<file path="config.mk">
export PLATFORM = sky130hd
export DESIGN_NAME = rx_pll_ctrl
export DESIGN_NICKNAME = d
export VERILOG_FILES = /design/src/rtl/rx_pll_ctrl.sv
export SDC_FILE = /design/constraint.sdc
export NUM_CORES = 1
export LEC_CHECK = 0
export ABC_AREA = 1
export CAP_MARGIN = 20
export CORE_ASPECT_RATIO = 0.7
export CORE_MARGIN = 2
export CORE_UTILIZATION = 30
export CTS_BUF_LIST = sky130_fd_sc_hd__clkbuf_4
export CTS_CLUSTER_DIAMETER = 200
export DETAILED_ROUTE_END_ITERATION = 8
export PLACE_DENSITY = 0.48
export SLEW_MARGIN = 15
export SYNTH_ARGS = -nofsm -noshare
export SYNTH_HDL_FRONTEND = slang
export SYNTH_SLANG_ARGS = --single-unit
</file>
<file path="constraint.sdc">
create_clock -name clk -period 4.11 [get_ports clk]
set_input_delay 0.411 -clock clk [delete_from_list [all_inputs] [get_ports clk]]
set_output_delay 0.411 -clock clk [all_outputs]
set_load 0.005 [all_outputs]
</file>
<file path="src/rtl/rx_pll_ctrl.sv">
// rx_pll_ctrl: reset/lock sequencer for the LVDS receive PLL.
// Pulses the PLL reset, qualifies the synchronised lock indication, releases
// the RX datapath reset once lock is stable, and bounds relock attempts.
module rx_pll_ctrl #(
    parameter int RST_HOLD_CYCLES     = 16,
    parameter int LOCK_STABLE_CYCLES  = 1024,
    parameter int LOCK_TIMEOUT_CYCLES = 65536,
    parameter int MAX_RETRIES         = 3,
    parameter int CNT_W               = 17
) (
    input  logic       clk,
    input  logic       rst,
    input  logic       en,
    input  logic       pll_lock,
    output logic       pll_reset,
    output logic       lvds_rst,
    output logic       ready,
    output logic       fail,
    output logic [7:0] retry_cnt,
    output logic [7:0] lol_cnt,
    output logic [2:0] state
);

    typedef enum logic [2:0] {
        S_IDLE   = 3'd0,
        S_RESET  = 3'd1,
        S_WAIT   = 3'd2,
        S_STABLE = 3'd3,
        S_RUN    = 3'd4,
        S_FAIL   = 3'd5
    } state_t;

    // Terminal counts: each state ends when the counter hits its last value,
    // so the counter can never wrap.
    localparam logic [CNT_W-1:0] RST_LAST     = CNT_W'(RST_HOLD_CYCLES - 1);
    localparam logic [CNT_W-1:0] STABLE_LAST  = CNT_W'(LOCK_STABLE_CYCLES - 1);
    localparam logic [CNT_W-1:0] TIMEOUT_LAST = CNT_W'(LOCK_TIMEOUT_CYCLES - 1);
    localparam logic [7:0]       RETRY_LIMIT  = 8'(MAX_RETRIES);

    state_t           state_q;
    state_t           state_n;
    logic [CNT_W-1:0] cnt_q;
    logic [CNT_W-1:0] cnt_n;
    logic [7:0]       retry_q;
    logic [7:0]       retry_n;
    logic [7:0]       lol_q;
    logic [7:0]       lol_n;
    logic             sync1;
    logic             lock_s;

    // Next-state, counter, retry and loss-of-lock bookkeeping.
    always_comb begin
        state_n = state_q;
        cnt_n   = cnt_q;
        retry_n = retry_q;
        lol_n   = lol_q;
        if (!en) begin
            state_n = S_IDLE;
            cnt_n   = '0;
            retry_n = '0;
        end else begin
            case (state_q)
                S_IDLE: begin
                    cnt_n   = '0;
                    retry_n = '0;
                    state_n = S_RESET;
                end
                S_RESET: begin
                    if (cnt_q == RST_LAST) begin
                        state_n = S_WAIT;
                        cnt_n   = '0;
                    end else begin
                        cnt_n = cnt_q + 1'b1;
                    end
                end
                S_WAIT: begin
                    if (lock_s) begin
                        state_n = S_STABLE;
                        cnt_n   = '0;
                    end else if (cnt_q == TIMEOUT_LAST) begin
                        cnt_n = '0;
                        if (retry_q == RETRY_LIMIT) begin
                            state_n = S_FAIL;
                        end else begin
                            retry_n = retry_q + 1'b1;
                            state_n = S_RESET;
                        end
                    end else begin
                        cnt_n = cnt_q + 1'b1;
                    end
                end
                S_STABLE: begin
                    if (!lock_s) begin
                        state_n = S_WAIT;
                        cnt_n   = '0;
                    end else if (cnt_q == STABLE_LAST) begin
                        state_n = S_RUN;
                        cnt_n   = '0;
                    end else begin
                        cnt_n = cnt_q + 1'b1;
                    end
                end
                S_RUN: begin
                    if (!lock_s) begin
                        state_n = S_RESET;
                        cnt_n   = '0;
                        retry_n = '0;
                        if (lol_q != 8'hFF) begin
                            lol_n = lol_q + 1'b1;
                        end
                    end
                end
                S_FAIL: begin
                    state_n = S_FAIL;
                end
                default: begin
                    state_n = S_IDLE;
                    cnt_n   = '0;
                    retry_n = '0;
                end
            endcase
        end
    end

    // Lock synchroniser, FSM registers, and Moore outputs decoded from the
    // next state so they switch on the same edge as the state.
    always_ff @(posedge clk or posedge rst) begin
        if (rst) begin
            sync1     <= 1'b0;
            lock_s    <= 1'b0;
            state_q   <= S_IDLE;
            cnt_q     <= '0;
            retry_q   <= '0;
            lol_q     <= '0;
            pll_reset <= 1'b1;
            lvds_rst  <= 1'b1;
            ready     <= 1'b0;
            fail      <= 1'b0;
        end else begin
            sync1     <= pll_lock;
            lock_s    <= sync1;
            state_q   <= state_n;
            cnt_q     <= cnt_n;
            retry_q   <= retry_n;
            lol_q     <= lol_n;
            pll_reset <= (state_n == S_IDLE) || (state_n == S_RESET) || (state_n == S_FAIL);
            lvds_rst  <= (state_n != S_RUN);
            ready     <= (state_n == S_RUN);
            fail      <= (state_n == S_FAIL);
        end
    end

    assign retry_cnt = retry_q;
    assign lol_cnt   = lol_q;
    assign state     = state_q;

endmodule

</file>
---- Yosys cells after proc, flatten, opt, wreduce, memory -nomap -nowiden ----
Cells that the tools add are included.
storage, ports and cells
  bits in registers ....................... 42
  output and inout bits ................... 23
  word-level logic and storage cells ...... 65
operators by class
  add/sub/neg operators ................... 3
  equality and inequality tests ........... 20
  muxes and demuxes ....................... 23
  bitwise logic cells ..................... 1
  reductions and logical operators ........ 8
operator list
  operator                                         count
  two-way mux 17 bit                               7
  one-hot mux 17 bit (5 select lines)              1
  two-way mux 8 bit                                5
  two-way mux 3 bit                                8
  one-hot mux 8 bit (3 select lines)               1
  one-hot mux 3 bit (6 select lines)               1
  adder 17 x 1 -> 17 bit, second input constant    1
  == test 17 x 10 -> 1 bit, second input constant  1
  == test 17 x 16 -> 1 bit, second input constant  1
  == test 17 x 4 -> 1 bit, second input constant   1
  adder 8 x 1 -> 8 bit, second input constant      2
  inequality test 3 bit, second input constant     5
  == test 3 bit, second input constant             4
  == test 8 x 2 -> 1 bit, second input constant    1
  inequality test 8 bit, second input constant     1
  == test 3 x 1 -> 1 bit, second input constant    2
  == test 3 x 2 -> 1 bit, second input constant    2
  zero test 3 bit                                  2
  AND reduction 5 bit                              1
  inequality test 2 bit, second input constant     2
  AND reduction 4 bit                              1
  OR reduction 3 bit                               1
  logical OR 1 bit                                 2
  AND reduction 2 bit                              1
  inverter 1 bit                                   1

---- Longest topological paths before layout ----
Gate-level depths: netlist of run 1.
  depth after elaboration ................. 9
  depth in mapped cells ................... 13

---- Worst setup path after synthesis of run 1 ----
OpenSTA, ideal clock, no wires.
  path kind ............................... flip-flop to flip-flop
  from .................................... register cnt_q[0]
  to ...................................... register cnt_q[10]
  setup time .............................. 0.123 ns
  data arrival time ....................... 1.660 ns
  required time ........................... 3.987 ns
  setup slack ............................. 2.327 ns
  cell stages (with the launch flop) ...... 13
  path buffers ............................ 1
  clock period less this slack ............ 1.783 ns
  cell sequence ........................... dfrtp_1 -> ha_1 -> nand2_1 -> nor2_1 -> nand2_1 -> nor2_1 -> ha_1 -> inv_1 -> nand3_1 -> nand3_4 -> nand2_4 -> buf_8 -> a21oi_2
on the way
  longest elaborated chain between the ends .. 5
  elaborated cells between the ends (all ways) .. 11
RTL lines
  item                                            line         RTL
  from (decl)                                     42           logic [CNT_W-1:0] cnt_q;
  from (signal assigned)                          143          cnt_q <= cnt_n;
  adder 17 x 1 -> 17 bit (tied with other cells)  73, 89, 100
  two-way mux 17 bit (on tied branches)           96, 80
  two-way mux 17 bit (on tied branches)           93, 77
  one-hot mux 17 bit (5 select lines) *           62           case (state_q)
  two-way mux 17 bit *                            57           if (!en) begin
Every way passes the cells marked *; elsewhere a longest branch is shown, timed or not.
A chain may end at the register's enable or synchronous reset.

---- Worst setup path after layout of run 1 ----
  from .................................... register cnt_q[0]
  to ...................................... register lvds_rst
on the way
  longest elaborated chain between the ends .. 6
  elaborated cells between the ends (all ways) .. 11
RTL lines
  item                                                                  line    RTL
  == test 17 x 10 -> 1 bit or == test 17 x 16 -> 1 bit (tied branches)  96, 80
  two-way mux 3 bit (on tied branches)                                  96, 80
  two-way mux 3 bit (on tied branches)                                  93, 77
  one-hot mux 3 bit (6 select lines) *                                  62
  two-way mux 3 bit *                                                   57
  inequality test 3 bit *                                               147     lvds_rst <= (state_n != S_RUN);
  to (signal assigned)                                                  147
  to (decl)                                                             16      output logic lvds_rst,
Marks and branches as above.

==> results of run 1 <==
-- cell type report --
type	instances	area share (%)
Clock buffer	5	1.29
Multi-Input combinational cell	232	44.1
Inverter	36	4.67
Sequential cell	42	36.1
Tap cell	101	4.33
Clock inverter	3	0.386
Timing Repair Buffer	27	9.17
-- registers in the layout, summed over array words and instances, names as in the netlist --
| signal | cells |
|---|---|
| cnt_q | 17 |
| lvds_rst | 1 |
| sync1 | 1 |
| retry_cnt | 8 |
| lock_s | 1 |
| fail | 1 |
| pll_reset | 1 |
| lol_cnt | 8 |
| state | 3 |
| ready | 1 |
-- worst max-delay path: stages, from the launching register on --
cell	delay [ps]
dfrtp_1	400
ha_1	170
nand2_1	90
nor2_1	170
nand2_1	90
nor2_1	140
ha_1	240
nor2_1	60
nor3_1	170
nand2_1	80
nand3b_1	90
nand2_1	110
nor2_2	160
inv_1	60
-- power groups by stage --
stage          logic, mW  clock network, mW  registers (mW)
2_1_floorplan     0.0282                  0           0.428
3_3_place_gp      0.0422                  0           0.429
3_5_place_dp      0.0422                  0           0.429
4_1_cts           0.0423              0.211           0.421
5_1_grt           0.0467              0.231           0.422
6_report          0.0411              0.198           0.421
-- layout by cell type, fill, tap and decap left out, types with 2 or more instances in the layout --
master           count
dfrtp_1             40
o21ai_1              9
nand2_4              2
nor2_1              37
ha_1                 5
nor3_2               2
o21bai_1             3
dfstp_2              2
clkinv_1             4
nand4_1              4
xnor2_2              2
nand2_1             78
clkbuf_4             5
nor3_1               6
nand2_2              9
xor2_1              18
o21ai_0              2
a21oi_1              6
nand3b_1             2
a21oi_2             10
nand3_2              3
inv_2                9
clkdlybuf4s50_1     26
nand3_1             25
inv_1               25
-- worst min path at each step --
stage	start	end	slack [ps]	cells past startpoint
final	sync1	lock_s	370	0
after global routing	sync1	lock_s	380	0
after CTS	sync1	lock_s	380	0
after detailed placement	sync1	lock_s	350	0
after global placement	sync1	lock_s	330	0
after floorplan	sync1	lock_s	330	0
-- cells by family after synthesis --
logic type	synth area share (%)
simple gates	31.6
buf+inv	7.29
flops	41.7
xor+xnor	7.88
fa+ha+maj	2.48
compound gates	8.97
-- routing by layer --
metal	vias up	GRT usage, %	share of wire (%)
li1	1062	-	-
met1	975	21.3	58
met2	38	16.8	38
met3	2	3.21	3.9
met4	0	3.17	0.59
met5	-	0	0
-- metrics by stage --
stage,worst slack [ps],util (%)
after global routing,1770,36.5
after global placement,1970,35.8
after detailed placement,1910,35.8
final,2030,36.5
after floorplan,2330,-
after CTS,2010,36.5
==> results.yml, run 1 <==
status:
  status: "completed"
logic_synthesis:
  yosysSeqAreaShare_pct: 41.7
  synth-edff-count: 0
  yosysMostFrequentCell: "nand2_1"
  netlist.area_leader.share_pct: 39.7
  netlist_area_um2: 2520
  synthTopCellsByCount: "nand2_1 (78), dfrtp_1 (40), nor2_1 (37), inv_1 (26), nand3_1 (25)"
  async_reset_ff_share_pct: 100
  synth_ff_type: "dfrtp_1"
  yosysUniqueCellTypes: 35
  syn_inst: 315
  syn_avg_cell_area_um2: 8.01
  ys_top_cells_by_area: "dfrtp_1 (40%), nand2_1 (12%), xor2_1 (6.2%), nor2_1 (5.5%), nand3_1 (5.0%)"
  ys_ff_latch: 42
  syn_nets: 324
  yosys_warnings: 0
  yosys.area.top_type: "dfrtp_1"
power_and_ir_drop:
  comb_power_share_pct: 6.2
  power.density_nw_per_um2: 226
  seqPwrFrac_pct: 63.8
  power.total_mw: 0.661
  p_leak_nw: 1.33
  intPower_mw: 0.491
  pwr-share-clk_pct: 30.0
  vdd_drop_max_v: 0.0000955
  swShare_pct: 25.7
  netSwitchingPower_mw: 0.170
final_layout:
  drive_above_1_share_pct: 14.5
  num-nets-final: 353
  layout.cells.non_filler: 446
  antenna_cells: 0
  n_fill_cell: 843
  multi_input_area_um2: 1290
  fin_area_um2: 2920
  areaGrowthSynthToFinish_pct: 15.7
  ff_latch_area_um2: 1050
floorplan:
  core_area_um2: 8010
  fp.dieW_um: 114
  floorplan.rows: 27
  die_h_um: 80.7
  start_util_pct: 31.5
  pin_count: 27
  die-area_um2: 9170
sta:
  slew_headroom_pct: 63.4
  whs_ps: 373
  max_slew.worst_pin.slew_ps: 549
  period_needed_ps: 2080
  report.final.slew_viol_count: 0
  min_period_over_period_pct: 50.7
  fmax_mhz: 480
  rsz0062_at_grt: "no"
  final-hold-violation-count: 0
  finalSetupViolCount: 0
  timing.setup.tns_ps: 0
  finClkSkew_ps: 16.2
cts:
  cts_buffers: 5
  ctsResizeCount: 0
  clock-sinks: 42
  cts_tree: "yes"
  root_buffer: "clkbuf_4"
  cts.path.max_buffers: 2
  htreeDepth: 2
  hold_buffers: 0
  clk_pin_slew_ps: 120
  clk_latency_ps: 350
  postCtsSetupRepairBufs: 0
global_routing:
  grt_overflow: 0
  antenna_found_initial: 0
  grt_pass1_wl_um: 9490
  grt_max_degree: 43
  grt_pass1_vias: 1882
  gr-usage-all-layers_pct: 13.1
critical_path:
  crit_start: "cnt_q[0]"
  required_ps: 4390
  reg2reg_to: "lvds_rst"
  crit_path_end: "lvds_rst"
  worst-r2r-cell-count: 13
  cp-start-kind: "flip-flop"
  cp_max_fo: 4
  endpoint_kind: "flip-flop"
  critPathKind: "flip-flop to flip-flop"
  critical_path_arrival_ps: 2360
  r2r_slack_ps: 2030
  crit-reg2reg-launch: "cnt_q[0]"
hold_path:
  min_path_type: "flip-flop to flip-flop"
drt:
  antenna_left: 0
  viasPerCell: 4.66
  first_iter_violations: 115
  wl_um: 5630
  drtPass1Iterations: 4
  remaining_drc_errors: 0
  routedWlPerCell_um: 12.6
  vias: 2077
place:
  place_congestion: 0.846
  port-buffer-count: 26
  place_inst: 438
  placed_area_um2: 2870
  dp.final_hpwl_um: 4040
job:
  maxCapViolations: 0
No activity file was read; power rests on OpenSTA's default activity.
==> run 2, diff against run 1 <==
- PLACE_DENSITY: 0.48 -> 0.49
- clock period: 4.11 -> 1.7 ns (I/O delays scaled with it)
==> run 2 against run 1 <==
Hold slack got worse by 140 ps. Global-route usage rose by 1.6 points. Highest routed layer unchanged. Critical endpoint is now cnt_q[4]. Sequential power rose by 140%. Largest power group unchanged. The flow now finishes with violations (setup timing). Die area unchanged.
==> results.yml, run 2 (same netlist as run 1, synthesis figures left out) <==
global_routing:
  antenna_found_initial: 0
  grt_pass1_vias: 2175
  gr-usage-all-layers_pct: 14.6
  grt_pass1_wl_um: 10500
  grt_overflow: 0
  grt_max_degree: 35
cts:
  clk_pin_slew_ps: 130
  cts_buffers: 5
  clock-sinks: 42
  cts.path.max_buffers: 2
  htreeDepth: 2
  clk_latency_ps: 370
  root_buffer: "clkbuf_4"
  cts_tree: "yes"
drt:
  viasPerCell: 4.56
  drtPass1Iterations: 4
  wl_um: 6530
  routedWlPerCell_um: 13.1
  remaining_drc_errors: 0
  vias: 2265
  first_iter_violations: 138
  antenna_left: 0
power_and_ir_drop:
  power.density_nw_per_um2: 567
  vdd_drop_max_v: 0.000378
  power.total_mw: 2.00
  p_leak_nw: 1.66
final_layout:
  ff_latch_area_um2: 1050
  fin_area_um2: 3530
  multi_input_area_um2: 1450
  drive_above_1_share_pct: 33.1
  n_fill_cell: 788
  final_core_util_pct: 44.1
  antenna_cells: 0
  areaGrowthSynthToFinish_pct: 40.0
  mostFrequentLayoutCells: "nand2_1 (73), buf_4 (46), dfrtp_1 (39)"
  largest-register: "cnt_q"
  num-nets-final: 404
  largest_reg_flops: 17
  layout_commonest_cell: "nand2_1"
sta:
  timing.setup.tns_ps: -595
  finalWorstSetupSlack_ps: -73.2
  final-hold-violation-count: 0
  report.final.slew_viol_count: 0
  finalSetupViolCount: 16
  period_needed_ps: 1770
  min_period_over_period_pct: 104
  max_slew.worst_pin.slew_ps: 677
  fmax_mhz: 564
  slew_headroom_pct: 54.6
  rsz0062_at_grt: "yes"
  finClkSkew_ps: 15.4
place:
  dp_slack_ps: -288
  place_congestion: 0.798
  placed_area_um2: 3220
  port-buffer-count: 26
  dp.final_hpwl_um: 4460
job:
  maxCapViolations: 0
hold_path:
  whs_path_depth: 1
  min_path_type: "input port to flip-flop"
status:
  violations: "setup timing"
  status: "finished, violations left"
floorplan:
  core_area_um2: 8010
  fp.dieW_um: 114
  pin_count: 27
  die_h_um: 80.7
  start_util_pct: 31.5
  die-area_um2: 9170
  floorplan.rows: 27
critical_path:
  critPathKind: "flip-flop to flip-flop"
  cp-start-kind: "flip-flop"
  worst-r2r-cell-count: 12
  critical_path_arrival_ps: 2030
  endpoint_kind: "flip-flop"
  required_ps: 1960
  cp_max_fo: 4
[run 2: changes by cell type in the layout (fill, tap and decap cells not counted), sizes merged]
cell / before / now
bufinv: 0 / 2
nand2: 89 / 91
dlygate4sd3: 0 / 1
buf: 1 / 49
clkinv: 5 / 3
[run 2: metrics by stage]
| step | hold WS [ps] | std cells |
|---|---|---|
| global placement | 355 | 480 |
| floorplan | 201 | 315 |
| finish | 236 | 497 |
| CTS | 210 | 494 |
| detailed placement | 345 | 480 |
| global route | 216 | 497 |
[run 2: critical path, stage by stage (launching register included)]
cell and delay (ps):
dfrtp_1 420, ha_4 160, nand2_4 50, nor2_4 100, nand2_2 90, nor2_4 130
ha_4 180, inv_2 40, nand3_2 70, nand3_4 130, buf_6 160, nand3b_1 70
nand2_1 60
[run 2: worst paths after layout]
kind	slack [ps]	to	startpoint
setup / recovery	-70	cnt_q[4]	cnt_q[0]
hold / removal	240	sync1	pll_lock
setup reg to reg	-70	cnt_q[4]	cnt_q[0]
hold reg to reg	350	lock_s	sync1
max in group asynchronous	590	pll_reset	rst
min in group asynchronous	560	lock_s	rst
[run 2: timing repair]
action / CTS / global route
setup buffers: 4 / 2
setup endpoints to repair: 32 / 36
endpoints found under the hold margin: 7 / 0
cloned: 1 / 1
pin swaps: 5 / 5
hold buffers: 1 / 0
gates resized for setup: 19 / 16
[run 2: cell type report]
class	count	area share [%]
Inverter	36	3.93
Multi-Input combinational cell	234	41.0
Clock inverter	3	1.95
Tap cell	101	3.58
Clock buffer	5	1.06
Sequential cell	42	29.9
Timing Repair Buffer	76	18.6
[run 2: metal layers]
layer	share of wire, %	GRT usage (%)
met1	56	22.5
met5	0	0
met2	41	20.5
met4	0.87	4.15
met3	2.9	2.99
[run 2: where the power goes]
group          internal [mW]  switching [mW]  leakage [nW]
registers               1.01         0.00868         0.561
clock network          0.460           0.380        0.0554
logic                 0.0554          0.0918          1.05
total                   1.52           0.481          1.66
